==> src/rtl/wide_alu_master_pkg.sv <==
// wide_alu_master_pkg: shared states, completion codes and register map of the wide_alu register file
package wide_alu_master_pkg;
   typedef enum logic [3:0] {IDLE, WR_OPA, WR_OPB, WR_CTRL2, WR_TRIG, POLL, CLR_ERR, RD_RES, RESP} state_e;
   typedef enum logic [1:0] {OK = 2'd0, BUS_ERR = 2'd1, ALU_ERR = 2'd2, TIMEOUT = 2'd3} code_e;
   localparam logic [7:0] OPA_OFS = 8'h00;
   localparam logic [7:0] OPB_OFS = 8'h20;
   localparam logic [7:0] RES_OFS = 8'h40;
   localparam logic [7:0] CTRL1_OFS = 8'h80;
   localparam logic [7:0] CTRL2_OFS = 8'h84;
   localparam logic [7:0] STATUS_OFS = 8'h88;
   localparam int CTRL1_TRIGGER = 0;
   localparam int CTRL1_CLEAR_ERR = 1;
   localparam int CTRL2_DELAY_LSB = 8;
   localparam logic [31:0] ST_IDLE = 32'd0;
   localparam logic [31:0] ST_BUSY = 32'd1;
   localparam logic [31:0] ST_ERROR = 32'd2;
   function automatic int max3(input int a, input int b, input int c);
      return (a > b ? a : b) > c ? (a > b ? a : b) : c;
   endfunction
endpackage

==> src/rtl/wide_alu_reg_xfer.sv <==
// wide_alu_reg_xfer: single-transfer register-bus engine; holds the request until valid&ready
module wide_alu_reg_xfer #(
   parameter int ADDR_WIDTH = 32
) (
   input  logic                  clk_i,
   input  logic                  rst_i,
   input  logic                  start,
   input  logic [ADDR_WIDTH-1:0] addr,
   input  logic                  write,
   input  logic [31:0]           wdata,
   input  logic                  reg_ready_i,
   input  logic                  reg_error_i,
   output logic                  done,
   output logic                  err,
   output logic [ADDR_WIDTH-1:0] reg_addr_o,
   output logic                  reg_write_o,
   output logic [31:0]           reg_wdata_o,
   output logic [3:0]            reg_wstrb_o,
   output logic                  reg_valid_o
);
   assign done = reg_valid_o & reg_ready_i;
   assign err = done & reg_error_i;
   // a start in the completing cycle keeps valid high for back-to-back transfers
   always_ff @(posedge clk_i) begin
      if (rst_i) begin
         reg_valid_o <= 1'b0;
         reg_addr_o <= '0;
         reg_write_o <= 1'b0;
         reg_wdata_o <= '0;
         reg_wstrb_o <= '0;
      end else if (start) begin
         reg_valid_o <= 1'b1;
         reg_addr_o <= addr;
         reg_write_o <= write;
         reg_wdata_o <= write ? wdata : 32'h0;
         reg_wstrb_o <= write ? 4'hF : 4'h0;
      end else if (done) begin
         reg_valid_o <= 1'b0;
      end
   end
endmodule

==> src/rtl/wide_alu_reg_master.sv <==
// wide_alu_reg_master: programs a wide ALU over its register bus and returns result plus completion code
module wide_alu_reg_master
   import wide_alu_master_pkg::*;
#(
   parameter int                    ADDR_WIDTH = 32,
   parameter logic [ADDR_WIDTH-1:0] BASE_ADDR  = '0,
   parameter int                    OP_WORDS   = 8,
   parameter int                    RES_WORDS  = 16,
   parameter int                    POLL_LIMIT = 1024
) (
   input  logic                    clk_i,
   input  logic                    rst_i,
   input  logic                    cmd_valid_i,
   output logic                    cmd_ready_o,
   input  logic [32*OP_WORDS-1:0]  cmd_op_a_i,
   input  logic [32*OP_WORDS-1:0]  cmd_op_b_i,
   input  logic [2:0]              cmd_opsel_i,
   input  logic [3:0]              cmd_delay_i,
   output logic                    rsp_valid_o,
   input  logic                    rsp_ready_i,
   output logic [32*RES_WORDS-1:0] rsp_result_o,
   output logic [1:0]              rsp_code_o,
   output logic [ADDR_WIDTH-1:0]   reg_addr_o,
   output logic                    reg_write_o,
   output logic [31:0]             reg_wdata_o,
   output logic [3:0]              reg_wstrb_o,
   output logic                    reg_valid_o,
   input  logic [31:0]             reg_rdata_i,
   input  logic                    reg_error_i,
   input  logic                    reg_ready_i
);
   localparam int CW = $clog2(max3(OP_WORDS, RES_WORDS, POLL_LIMIT) + 1);
   localparam int OIW = OP_WORDS > 1 ? $clog2(OP_WORDS) : 1;
   localparam int RIW = RES_WORDS > 1 ? $clog2(RES_WORDS) : 1;
   state_e state, nxt_state;
   code_e code, nxt_code;
   logic [CW-1:0] idx, nxt_idx, poll, nxt_poll;
   logic [OP_WORDS-1:0][31:0] op_a, op_b, src_a;
   logic [RES_WORDS-1:0][31:0] result;
   logic [2:0] opsel;
   logic [3:0] delay;
   logic accept, done, err, start, wr;
   logic [7:0] ofs;
   logic [31:0] wdata;
   assign cmd_ready_o = state == IDLE;
   assign accept = cmd_ready_o & cmd_valid_i;
   assign rsp_result_o = result;
   assign rsp_code_o = code;
   // the first operand word is issued in the accept cycle, before op_a is latched
   assign src_a = state == IDLE ? cmd_op_a_i : op_a;
   always_comb begin
      nxt_state = state;
      nxt_idx = idx;
      nxt_poll = poll;
      nxt_code = code;
      case (state)
         IDLE: if (cmd_valid_i) begin
            nxt_state = WR_OPA;
            nxt_idx = '0;
            nxt_poll = '0;
            nxt_code = OK;
         end
         WR_OPA: if (done) begin
            nxt_state = idx == CW'(OP_WORDS - 1) ? WR_OPB : WR_OPA;
            nxt_idx = idx == CW'(OP_WORDS - 1) ? '0 : idx + 1'b1;
         end
         WR_OPB: if (done) begin
            nxt_state = idx == CW'(OP_WORDS - 1) ? WR_CTRL2 : WR_OPB;
            nxt_idx = idx == CW'(OP_WORDS - 1) ? '0 : idx + 1'b1;
         end
         WR_CTRL2: if (done) nxt_state = WR_TRIG;
         WR_TRIG: if (done) begin
            nxt_state = POLL;
            nxt_poll = '0;
         end
         POLL: if (done) begin
            nxt_poll = poll + 1'b1;
            if (reg_rdata_i == ST_BUSY) begin
               if (poll == CW'(POLL_LIMIT - 1)) begin
                  nxt_state = RESP;
                  nxt_code = TIMEOUT;
               end
            end else if (reg_rdata_i == ST_ERROR) begin
               nxt_state = CLR_ERR;
            end else begin
               nxt_state = RD_RES;
               nxt_idx = '0;
            end
         end
         CLR_ERR: if (done) begin
            nxt_state = RESP;
            nxt_code = ALU_ERR;
         end
         RD_RES: if (done) begin
            nxt_state = idx == CW'(RES_WORDS - 1) ? RESP : RD_RES;
            nxt_idx = idx + 1'b1;
         end
         RESP: if (rsp_ready_i) nxt_state = IDLE;
         default: nxt_state = IDLE;
      endcase
      // a bus error on any completed transfer overrides the normal path
      if (err) begin
         nxt_state = RESP;
         nxt_code = BUS_ERR;
      end
      start = (accept | done) & (nxt_state != IDLE) & (nxt_state != RESP);
      wr = (nxt_state != POLL) & (nxt_state != RD_RES);
      ofs = 8'h00;
      wdata = 32'h0;
      case (nxt_state)
         WR_OPA: begin
            ofs = OPA_OFS + {nxt_idx[OIW-1:0], 2'b00};
            wdata = src_a[nxt_idx[OIW-1:0]];
         end
         WR_OPB: begin
            ofs = OPB_OFS + {nxt_idx[OIW-1:0], 2'b00};
            wdata = op_b[nxt_idx[OIW-1:0]];
         end
         WR_CTRL2: begin
            ofs = CTRL2_OFS;
            wdata = (32'(delay) << CTRL2_DELAY_LSB) | 32'(opsel);
         end
         WR_TRIG: begin
            ofs = CTRL1_OFS;
            wdata = 32'h1 << CTRL1_TRIGGER;
         end
         CLR_ERR: begin
            ofs = CTRL1_OFS;
            wdata = 32'h1 << CTRL1_CLEAR_ERR;
         end
         POLL: ofs = STATUS_OFS;
         RD_RES: ofs = RES_OFS + {nxt_idx[RIW-1:0], 2'b00};
         default: ofs = 8'h00;
      endcase
   end
   always_ff @(posedge clk_i) begin
      if (rst_i) begin
         state <= IDLE;
         code <= OK;
         idx <= '0;
         poll <= '0;
         op_a <= '0;
         op_b <= '0;
         opsel <= '0;
         delay <= '0;
         result <= '0;
         rsp_valid_o <= 1'b0;
      end else begin
         state <= nxt_state;
         code <= nxt_code;
         idx <= nxt_idx;
         poll <= nxt_poll;
         rsp_valid_o <= nxt_state == RESP;
         if (accept) begin
            op_a <= cmd_op_a_i;
            op_b <= cmd_op_b_i;
            opsel <= cmd_opsel_i;
            delay <= cmd_delay_i;
            result <= '0;
         end
         if (state == RD_RES && done && !err) result[idx[RIW-1:0]] <= reg_rdata_i;
      end
   end
   wide_alu_reg_xfer #(.ADDR_WIDTH(ADDR_WIDTH)) u_xfer (
      .clk_i(clk_i),
      .rst_i(rst_i),
      .start(start),
      .addr(BASE_ADDR + ADDR_WIDTH'(ofs)),
      .write(wr),
      .wdata(wdata),
      .reg_ready_i(reg_ready_i),
      .reg_error_i(reg_error_i),
      .done(done),
      .err(err),
      .reg_addr_o(reg_addr_o),
      .reg_write_o(reg_write_o),
      .reg_wdata_o(reg_wdata_o),
      .reg_wstrb_o(reg_wstrb_o),
      .reg_valid_o(reg_valid_o)
   );
endmodule

==> config.mk <==
export PLATFORM = sky130hd
export DESIGN_NAME = wide_alu_reg_master
export DESIGN_NICKNAME = d
export VERILOG_FILES = /design/src/rtl/wide_alu_master_pkg.sv /design/src/rtl/wide_alu_reg_xfer.sv /design/src/rtl/wide_alu_reg_master.sv
export SDC_FILE = /design/constraint.sdc
export NUM_CORES = 2
export LEC_CHECK = 0
export ABC_CLOCK_PERIOD_IN_PS = 4300
export CELL_PAD_IN_SITES_DETAIL_PLACEMENT = 1
export CELL_PAD_IN_SITES_GLOBAL_PLACEMENT = 2
export CORE_AREA = 2 2 446 448
export CTS_BUF_LIST = sky130_fd_sc_hd__clkbuf_8
export DETAILED_ROUTE_END_ITERATION = 7
export DIE_AREA = 0 0 448 450
export PLACE_DENSITY_LB_ADDON = 0.1
export SLEW_MARGIN = 10
export SYNTH_ARGS = -nofsm -noshare
export SYNTH_HDL_FRONTEND = slang
export SYNTH_SLANG_ARGS = --single-unit
==> constraint.sdc <==
create_clock -name clk_i -period 4.3 [get_ports clk_i]
set_clock_uncertainty 0.15 [all_clocks]
set_input_delay 1.075 -clock clk_i [delete_from_list [all_inputs] [get_ports clk_i]]
set_output_delay 1.075 -clock clk_i [all_outputs]
set_load 0.02 [all_outputs]
==> summary.md <==
| Metric | Value |
|---|---|
| Clock network fraction of design power | `40.9%` |
| Sequential cell area fraction in the yosys report | `47.9%` |
| DRC errors left | `0` |
| Io pins | `1,143` |
| Worst hold path type | `reg -> reg` |
| Violated checks | `negative setup slack` |
| Total congestion overflow after global routing | `0` |
| Number of global-route vias before repair | `50,100` |
| Antenna violations before repair | `43` |
| Final Wtd Congestion | `0.864` |
| Synth warn | `0` |
| Max-slew headroom | `33.1%` |
| Worst endpoint required time | `4.97 ns` |
| Filler cell count | `23,600` |
| Final sum of negative setup slack | `-0.0985 ns` |
| Maxcap violations | `0` |
| Count of flip-flops with a built-in enable after synthesis | `0` |
| Antenna viol nets, final | `0` |
| Relative contribution of sequential cells to total power | `41.4%` |
| Leading area contributor after synthesis | `dfxtp_1` |
| Switching power | `0.00854 W` |
| Total via count after detailed routing | `50,000` |
| TritonCTS clock tree | `yes` |
| Layout Area Growth over Synthesis | `44.6%` |
| CP Max Fanout | `42` |
| Worst setup margin | `-0.0632 ns` |
| Synthesized cell area | `46,000 sq um` |
| Power share of the combinational group | `17.7%` |
| Latest clock arrival within the worst-skew pair | `0.97 ns` |
| Maximum root-to-sink buffer count | `3` |
| Arrival time worst endpoint | `5.04 ns` |
| Type of the setup path with the least slack | `in -> reg` |
| Static leakage | `23.8 nW` |
| Internal power | `0.0184 W` |
| Post-synth top cells | `2,159 x nand2_1, 1,100 x dfxtp_1, 1,061 x a21oi_1` |
| Result of the run | `complete, but fails checks` |
| Final wirelength | `275,000 microns` |
| Ratio of cells with drive above 1 in the final layout | `10.1%` |
| Die span in x | `448 microns` |
| Clock Tree Root | `clkbuf_8` |
| Starting Density | `23.4%` |
| Clock transition at the register clock pins on the worst setup and hold paths after CTS | `0.06 ns` |
| H-Tree Depth | `4` |
| Count of endpoints failing setup in the final report | `2` |
| Fraction of registers with async set or reset after synthesis | `0%` |
| Post-synthesis register bit count | `1,100` |
| Transition at the pin with the smallest max-transition slack | `0.995 ns` |
| Top area cells in the synthesized netlist | `dfxtp_1 48%, nand2_1 18%, a21oi_1 12%` |
| Share of Yosys cell area claimed by the top area cell type | `47.9%` |
| Detailed router's first-iteration violation count | `3,129` |
| Core Footprint | `197,000 sq um` |
| Post-synthesis cell count | `6,290` |
| Worst VDD drop | `0.306 mV` |
| Distinct cells, synth | `71` |
| Minimum clock period after layout | `4.36 ns` |
| Total of buffers placed on input and output ports | `1,116` |
| 1st-pass router iterations | `5` |
| Power per cell area | `404 nW/um^2` |
| Count leader, synth | `nand2_1` |
| Height of the die | `450 microns` |
| Startpoint types | `input pin` |
| Standard-cell rows | `163` |
| Portion of the clock cycle consumed by the worst path in the final layout | `101%` |
| Number of buffers inserted by hold repair at cts | `0` |
| Switching share of power | `31.7%` |
| Total count of max-transition violations in the final report | `0` |
| Layout Nets | `7,956` |
| Routed len/inst | `26.9 microns` |
| Via density per instance | `4.89` |
| Kind of end point of the critical path | `flip-flop` |
| Cts bufs inserted | `211` |
| Wire length of the first global-routing pass | `384,000 microns` |
| Maximum achievable frequency | `229 MHz` |
| Post-detailed-placement half-perimeter wirelength | `202,000 microns` |
| Largest net degree at the start of global routing | `154` |
| Die Area | `202,000 sq um` |
| Combined global-route utilization of all metal layers | `26.3%` |
| Count of endpoints failing hold in the final timing report | `0` |
| Total number of clock tree sinks | `1,100` |
| Final Core Density | `33.8%` |
| Prevailing post-synth register cell | `dfxtp_1` |
| Avg Synthesized Cell Area | `7.31 sq um` |
## per-stage QoR
step                      instance area, sq um  setup WS [ns]  power [W]  hold slack, ns  instances
final                                    66500        -0.0632     0.0269           0.305      10200
after global routing                     66500       -0.00211     0.0281           0.320      10200
after CTS                                66400         0.0230     0.0273           0.273      10200
after detailed placement                 62000          -1.09     0.0161           0.297       9816
after global placement                   62000          -1.11     0.0161           0.290       9816
after floorplan                          46100          0.443     0.0134           0.282       6315
## registers in the layout (all words and copies together) (netlist names), 2 cells and up
register and count:
poll 11, u_xfer.reg_wdata_o 32, u_xfer.reg_addr_o 6, rsp_code_o 2
idx 11, state 4, opsel 3, rsp_result_o 512
op_b 256, op_a 256, delay 4
## placed cells by master, fill, tap and decap left out, types with 6 or more instances in the layout
master,n
buf_4,300
nand2_1,2157
clkbuf_8,274
a31oi_1,129
nor2b_1,6
xor2_1,9
conb_1,26
nor4_1,10
nor2_1,51
nand2b_1,10
mux2i_1,87
a32oi_1,6
mux2i_2,6
xnor2_1,7
inv_1,76
a211oi_1,14
buf_2,7
clkdlybuf4s50_1,1106
a32o_1,22
clkinv_2,16
and3_1,45
diode_2,19
nand3_1,706
nor3_1,22
buf_12,79
a221oi_1,6
nor3_2,6
and2_1,6
a21oi_1,1061
nor2_4,6
o21ai_0,34
a21o_1,7
nand4_1,27
dfxtp_1,1100
nor2_2,10
## layer usage
metal  vias to the layer above  track usage (%)  share of wire [%]
met5                         -                0             0.0084
li1                      23300                -                  -
met2                      1373             46.2                 50
met4                         4             11.7                4.6
met1                     24800             31.2                 41
met3                       389             4.18                4.7
## logic make-up after synthesis
logic type               synth area share (%)
XOR/XNOR                                0.305
AO/OA/AOI/OAI                            15.7
AND/OR/NAND/NOR                          28.1
other                                 0.00815
adder cells (fa/ha/maj)                 0.179
buffers and inverters                    5.66
multiplexers                             2.19
flip-flops                               47.9
## timing repair
item	in CTS	in global routing
pin swaps	0	6
setup endpoints to repair	2	26
setup buffers	0	4
hold endpoints to repair	0	0
cloned	0	1
gates resized for setup	2	15
## path summary, 6_finish.rpt
kind | start | to | slack (ns) | cells after the start
hold reg to reg | op_a[145]$_SDFFE_PP0P_ | op_a[145]$_SDFFE_PP0P_ | 0.30 | 2
hold / removal | op_a[145]$_SDFFE_PP0P_ | op_a[145]$_SDFFE_PP0P_ | 0.30 | 2
setup reg to reg | idx[6]$_SDFFE_PP0P_ | u_xfer.reg_wdata_o[29]$_SDFFE_PP0P_ | 0.18 | 11
setup / recovery | reg_rdata_i[25] | u_xfer.reg_wdata_o[29]$_SDFFE_PP0P_ | -0.06 | 16
## worst max-delay path, cell delays in order
cell and delay [ns]:
clkdlybuf4s50_1 0.55, nor4_1 0.28, buf_4 0.17, nand4_1 0.34
buf_4 0.30, buf_4 0.14, nor3_2 0.17, buf_4 0.17
o31ai_4 0.09, buf_12 0.23, mux2i_1 0.61, mux2i_1 0.19
a32o_1 0.27, a31oi_1 0.15, buf_4 0.16, a31oi_1 0.08
## power groups by stage
| stage | Sequential, W | Clock (W) | Combinational [W] |
|---|---|---|---|
| detailed placement | 0.0113 | 0 | 0.00479 |
| CTS | 0.0111 | 0.0114 | 0.00481 |
| floorplan | 0.0112 | 0 | 0.00220 |
| global placement | 0.0113 | 0 | 0.00476 |
| global route | 0.0112 | 0.0118 | 0.00511 |
| finish | 0.0111 | 0.0110 | 0.00476 |
## final cells by class
| class | instances | area [sq um] | share of cell area, % |
|---|---|---|---|
| Clock buffer | 274 | 3770 | 5.67 |
| Multi-Input combinational cell | 4578 | 21800 | 32.7 |
| Antenna cell | 19 | 47.5 | 0.0714 |
| Timing Repair Buffer | 1495 | 15000 | 22.5 |
| Inverter | 8 | 30.0 | 0.0451 |
| Tap cell | 2640 | 3300 | 4.96 |
| Clock inverter | 103 | 646 | 0.970 |
| Sequential cell | 1100 | 22000 | 33.1 |
Power figures use the tool's default switching activity.
